[src/rtl/uart_tx_arbiter.sv]
// Round-robin arbiter sharing one UART transmitter between NUM_REQ byte streams.
// A grant is held for a whole message (req_last) or until MAX_BURST bytes have gone out.
module uart_tx_arbiter #(
    parameter int NUM_REQ     = 4,
    parameter int MAX_BURST   = 16,
    parameter int ACK_TIMEOUT = 64
) (
    input  logic                 clk_in,
    input  logic                 rst_n,
    input  logic [NUM_REQ-1:0]   req_valid,
    input  logic [8*NUM_REQ-1:0] req_data,
    input  logic [NUM_REQ-1:0]   req_last,
    output logic [NUM_REQ-1:0]   req_ready,
    output logic [NUM_REQ-1:0]   grant,
    output logic [7:0]           tx_data,
    output logic                 tx_start,
    input  logic                 tx_busy,
    output logic                 ack_err
);
    localparam int IW = $clog2(NUM_REQ);
    localparam int CW = $clog2(ACK_TIMEOUT + 1);
    localparam logic [NUM_REQ-1:0] ONE       = NUM_REQ'(1);
    localparam logic [7:0]         BURST_MAX = 8'(MAX_BURST);
    localparam logic [CW-1:0]      ACK_LAST  = CW'(ACK_TIMEOUT - 1);
    localparam logic [IW-1:0]      IDX_LAST  = IW'(NUM_REQ - 1);

    typedef enum logic [1:0] {IDLE, SEND, WAIT_ACK, WAIT_DONE} state_t;

    state_t               r_state, w_state;
    logic [IW-1:0]        r_gidx, w_gidx;
    logic [NUM_REQ-1:0]   r_grant, w_grant;
    logic [IW-1:0]        r_rr_ptr, w_rr_ptr;
    logic [7:0]           r_burst_cnt, w_burst_cnt;
    logic                 r_last_q, w_last_q;
    logic [7:0]           r_tx_data, w_tx_data;
    logic [CW-1:0]        r_ack_cnt, w_ack_cnt;

    logic [IW-1:0]        w_pick;
    logic [IW-1:0]        w_cand;
    logic [IW-1:0]        w_gnext;
    logic                 w_sel_valid;
    logic [7:0]           w_sel_data;
    int                   v_idx;

    // Scan downward so the lowest offset from rr_ptr is the one that sticks.
    always_comb begin
        w_pick = '0;
        w_cand = '0;
        v_idx  = 0;
        for (int k = NUM_REQ - 1; k >= 0; k--) begin
            v_idx = int'(r_rr_ptr) + k;
            if (v_idx >= NUM_REQ) v_idx = v_idx - NUM_REQ;
            w_cand = IW'(v_idx);
            if (req_valid[w_cand]) w_pick = w_cand;
        end
    end

    assign w_gnext     = (r_gidx == IDX_LAST) ? '0 : r_gidx + 1'b1;
    assign w_sel_valid = req_valid[r_gidx];
    assign w_sel_data  = req_data[{r_gidx, 3'b000} +: 8];

    always_ff @(posedge clk_in) begin
        if (!rst_n) begin
            r_state     <= IDLE;
            r_gidx      <= '0;
            r_grant     <= '0;
            r_rr_ptr    <= '0;
            r_burst_cnt <= '0;
            r_last_q    <= 1'b0;
            r_tx_data   <= 8'h00;
            r_ack_cnt   <= '0;
        end else begin
            r_state     <= w_state;
            r_gidx      <= w_gidx;
            r_grant     <= w_grant;
            r_rr_ptr    <= w_rr_ptr;
            r_burst_cnt <= w_burst_cnt;
            r_last_q    <= w_last_q;
            r_tx_data   <= w_tx_data;
            r_ack_cnt   <= w_ack_cnt;
        end
    end

    always_comb begin
        w_state     = r_state;
        w_gidx      = r_gidx;
        w_grant     = r_grant;
        w_rr_ptr    = r_rr_ptr;
        w_burst_cnt = r_burst_cnt;
        w_last_q    = r_last_q;
        w_tx_data   = r_tx_data;
        w_ack_cnt   = r_ack_cnt;
        req_ready   = '0;
        tx_start    = 1'b0;
        ack_err     = 1'b0;

        case (r_state)
            IDLE: begin
                if (|req_valid) begin
                    w_gidx      = w_pick;
                    w_grant     = ONE << w_pick;
                    w_burst_cnt = '0;
                    w_state     = SEND;
                end
            end
            SEND: begin
                if (!w_sel_valid) begin
                    w_grant  = '0;
                    w_rr_ptr = w_gnext;
                    w_state  = IDLE;
                end else if (!tx_busy) begin
                    req_ready   = ONE << r_gidx;
                    tx_start    = 1'b1;
                    w_tx_data   = w_sel_data;
                    w_last_q    = req_last[r_gidx];
                    w_burst_cnt = (r_burst_cnt == 8'hFF) ? r_burst_cnt : r_burst_cnt + 8'd1;
                    w_ack_cnt   = '0;
                    w_state     = WAIT_ACK;
                end
            end
            WAIT_ACK: begin
                if (tx_busy) begin
                    w_state = WAIT_DONE;
                end else if (r_ack_cnt == ACK_LAST) begin
                    ack_err = 1'b1;
                    if (r_last_q || r_burst_cnt == BURST_MAX) begin
                        w_grant  = '0;
                        w_rr_ptr = w_gnext;
                        w_state  = IDLE;
                    end else begin
                        w_state = SEND;
                    end
                end else begin
                    w_ack_cnt = r_ack_cnt + 1'b1;
                end
            end
            WAIT_DONE: begin
                if (!tx_busy) begin
                    if (r_last_q || r_burst_cnt == BURST_MAX) begin
                        w_grant  = '0;
                        w_rr_ptr = w_gnext;
                        w_state  = IDLE;
                    end else begin
                        w_state = SEND;
                    end
                end
            end
            default: w_state = IDLE;
        endcase
    end

    assign grant   = r_grant;
    assign tx_data = r_tx_data;
endmodule
[config.mk]
export PLATFORM = sky130hd
export DESIGN_NAME = uart_tx_arbiter
export DESIGN_NICKNAME = d
export VERILOG_FILES = /design/src/rtl/uart_tx_arbiter.sv
export SDC_FILE = /design/constraint.sdc
export NUM_CORES = 1
export LEC_CHECK = 0
export CORE_MARGIN = 3
export CORE_UTILIZATION = 25
export CTS_CLUSTER_SIZE = 28
export DETAILED_ROUTE_END_ITERATION = 10
export PLACE_DENSITY = 0.56
export SLEW_MARGIN = 30
export SYNTH_ARGS = -nofsm -noshare
export SYNTH_HDL_FRONTEND = slang
export SYNTH_SLANG_ARGS = --single-unit
[constraint.sdc]
create_clock -name clk_in -period 2 [get_ports clk_in]
set_input_delay 0.5 -clock clk_in [delete_from_list [all_inputs] [get_ports clk_in]]
set_output_delay 0.5 -clock clk_in [all_outputs]
set_load 0.005 [all_outputs]
==> metrics.md <==
| Metric | Value |
|---|---|
| Outcome | complete, but fails checks |
| Failing checks | negative setup slack |
| Post-synthesis cell count | 217 |
| Final Cycle Share | 1.05 |
| PwrDens | 550 nW/um^2 |
| Area Growth Syn to Fin | 54.2% |
| Final core utilization | 0.405 |
| Core area | 7410 um^2 |
| Final Hold Fails | 0 |
| Final setup skew | 10.0 ps |
| Comb power frac | 0.266 |
| Max Cap Viol | 0 |
| Critical Path Sink Type | output pin |
| Post-Route Hold Slack | 427 ps |
| Overall power | approximately 0.0017 W |
| Die Y | 94.2 um |
| Crit path arrival time | around 1600 ps |
| Mean Syn Cell Area | 8.97 um^2 |
| Sw Share | 0.272 |
| Pins over their slew limit | 0 |
| P_leak | 1.13 nW |
| 1st-iter DRT viols | 59 |
| Clk buf depth | 2 |
| Clock Latency Late Sink | a little under 300 ps |
| GPL Wtd Cong | about 0.83 |
| First-pass GRT wire length | 8.69 mm |
| Fmax | 476 MHz |
| DRT antenna net count | 0 |
| Clock-pin slew on the worst setup and hold paths | 70 ps |
| Num rows | 31 |
| Pre-antenna DRT Iters | 4 |
| Vias in the first global route | 1940 |
| Post-synthesis cell type count | 39 |
| RSZ-0062 raised after global routing | yes |
| Synth warnings | 0 |
| CTS sink count | 34 |
| Post-layout min period | 2100 ps |
| # DRC | 0 |
| Register area share after synthesis | 0.350 |
| Worst Path Max Fanout | 6 |
| CP required | 1500 ps |
| Number of port buffers | 60 |
| Setup Viol. Count Final | 4 |
| Initial antenna violation count | 0 |
| Initial Utilization | 0.263 |
| DR vias | between 1500 and 2000 |
| Clock power frac | 0.295 |
| Worst setup SP type | input port |
| Area post-placement | between 2000 and 3000 um^2 |
| Setup slack after layout | -99.8 ps |
| Setup CP Type | input port to output pin |
| Final setup TNS | -369 ps |
| CTS tree | yes |
| Share of post-route cells with drive strength above 1 | 0.226 |
| Via density | 4.66 |
| P_int | around 0.0012 W |
| Die Span X | 94.2 um |
| Routed wire length | between 5 and 6 mm |
| Final Net Count | 364 |
| Mapped Nets | 267 |
| Largest net degree at the start of global routing | 19 |
| Root Buffer | clkbuf_8 |
| Tot GR Track Use | 0.123 |
| Worst slew pin tran | 435 ps |
| Hold Path Class | register to register |
| # diodes | 0 |
| Hpwl dp | 4.13 mm |
| Setup slack, reg-to-reg | 130 ps |
| Switching pwr | 0.000449 W |
| Seq pwr share | 0.440 |
| Synth Cell Area | between 1500 and 2000 um^2 |
| Total grt overflow | 0 |
| H-tree lvl count | 2 |
| Die area | 8880 um^2 |
| WL/cell | 12.7 um |
| Number of CTS-inserted buffers | 5 |
| Peak supply drop | 277 uV |
| Seq cells post-synth | 34 |
| Max-slew headroom | 0.707 |
| Final Cell Area | 3000 um^2 |
| IO Pins | slightly above 60 |
state kept, by name, indices dropped and copies added, names as in the netlist:
name,count
grant,4
r_burst_cnt,8
tx_data,8
r_ack_cnt,7
r_last_q,1
r_state,2
r_gidx,2
r_rr_ptr,2
kinds of logic after synthesis:
kind of cell	count (synthesis)	share of synthesized area
and+or+nand+nor	95	0.249
DFF	34	0.350
muxes	13	0.133
AOI/OAI and AO/OA	40	0.143
adders and majority gates	7	0.0450
xor gates and xnor gates	9	0.0405
buffers and inverters	19	0.0398
worst max-delay path, cell delays in order:
cell,delay [ps]
clkdlybuf4s15_1,170
mux4_2,510
nand3b_4,120
inv_4,50
and2_1,120
buf_2,120
worst paths after layout:
check                       startpoint                           to  depth (start not counted)
max                       req_valid[0]                 req_ready[3]                          6
min          r_ack_cnt[6]$_SDFFE_PN0P_    r_ack_cnt[6]$_SDFFE_PN0P_                          2
max reg2reg     r_gidx[0]$_SDFFE_PN0P_  r_burst_cnt[6]$_SDFFE_PN0P_                          9
min reg2reg  r_ack_cnt[6]$_SDFFE_PN0P_    r_ack_cnt[6]$_SDFFE_PN0P_                          2
layer usage:
layer | GRT usage | wire length, um | part of all wire
met1 | 0.140 | 2250 | 0.43
met2 | 0.219 | 2580 | 0.49
met3 | 0.0345 | 332 | 0.064
met4 | 0.0421 | 67 | 0.013
met5 | 0 | 0 | 0
stage by stage:
step | setup slack, ps | std cells
final | -99.8 | 413
after global routing | -156 | 413
after CTS | -118 | 412
after detailed placement | -724 | 404
after global placement | -693 | 404
after floorplan | 2.28 | 217
cells in the mapped netlist, drive strengths merged:
master | instances | share of area
nand3 | 7 | 0.018
xor2 | 1 | 0.0045
nand2b | 7 | 0.022
nor2 | 20 | 0.039
mux2i | 3 | 0.015
inv | 11 | 0.021
nor3 | 8 | 0.021
and2 | 5 | 0.016
clkbuf | 5 | 0.0096
mux4 | 10 | 0.12
o211ai | 1 | 0.0039
o21ai | 6 | 0.015
nand3b | 2 | 0.014
ha | 7 | 0.045
xnor2 | 8 | 0.036
a311oi | 2 | 0.0090
and4 | 1 | 0.0045
o311ai | 1 | 0.0045
nand4 | 3 | 0.0096
nor4 | 3 | 0.013
nor3b | 1 | 0.0039
a21boi | 11 | 0.042
a41o | 1 | 0.0051
a31o | 1 | 0.0045
a211oi | 3 | 0.012
nor4bb | 1 | 0.0051
buf | 3 | 0.0090
nand2 | 30 | 0.058
nor2b | 5 | 0.016
o22ai | 3 | 0.0096
a21o | 1 | 0.0039
nand4b | 2 | 0.0090
dfxtp | 34 | 0.35
a21oi | 7 | 0.018
a32o | 3 | 0.015
cells in the final DEF (no fill, tap or decap), drive strengths merged, types with 8 or more instances in the layout:
cell type      count
buf               44
clkdlybuf4s50     49
dfxtp             34
xnor2              8
nor2              20
nor3               8
nand2             30
mux4              10
inv               11
a21boi            11
power groups by stage:
stage / registers [W] / clock network [W] / logic [W]
floorplan: 0.000745 / 0 / 0.000202
global placement: 0.000741 / 0 / 0.000438
detailed placement: 0.000742 / 0 / 0.000440
CTS: 0.000727 / 0.000506 / 0.000444
global route: 0.000730 / 0.000535 / 0.000484
finish: 0.000726 / 0.000486 / 0.000439
area by class of cell:
class,instances,area [um^2]
inverters,11,43.8
clock buffers,5,68.8
well taps,99,124
clock inverters,2,10.0
repair buffers,98,868
flip-flops and latches,34,682
multi-input cells,164,1200
fillers,749,4410
what timing repair did:
action	CTS	global route
pin swaps	5	3
setup buffers	1	1
hold buffers	0	0
endpoints found under the setup margin	15	10
resized for setup	39	4
(Power assumes the default switching activity.)
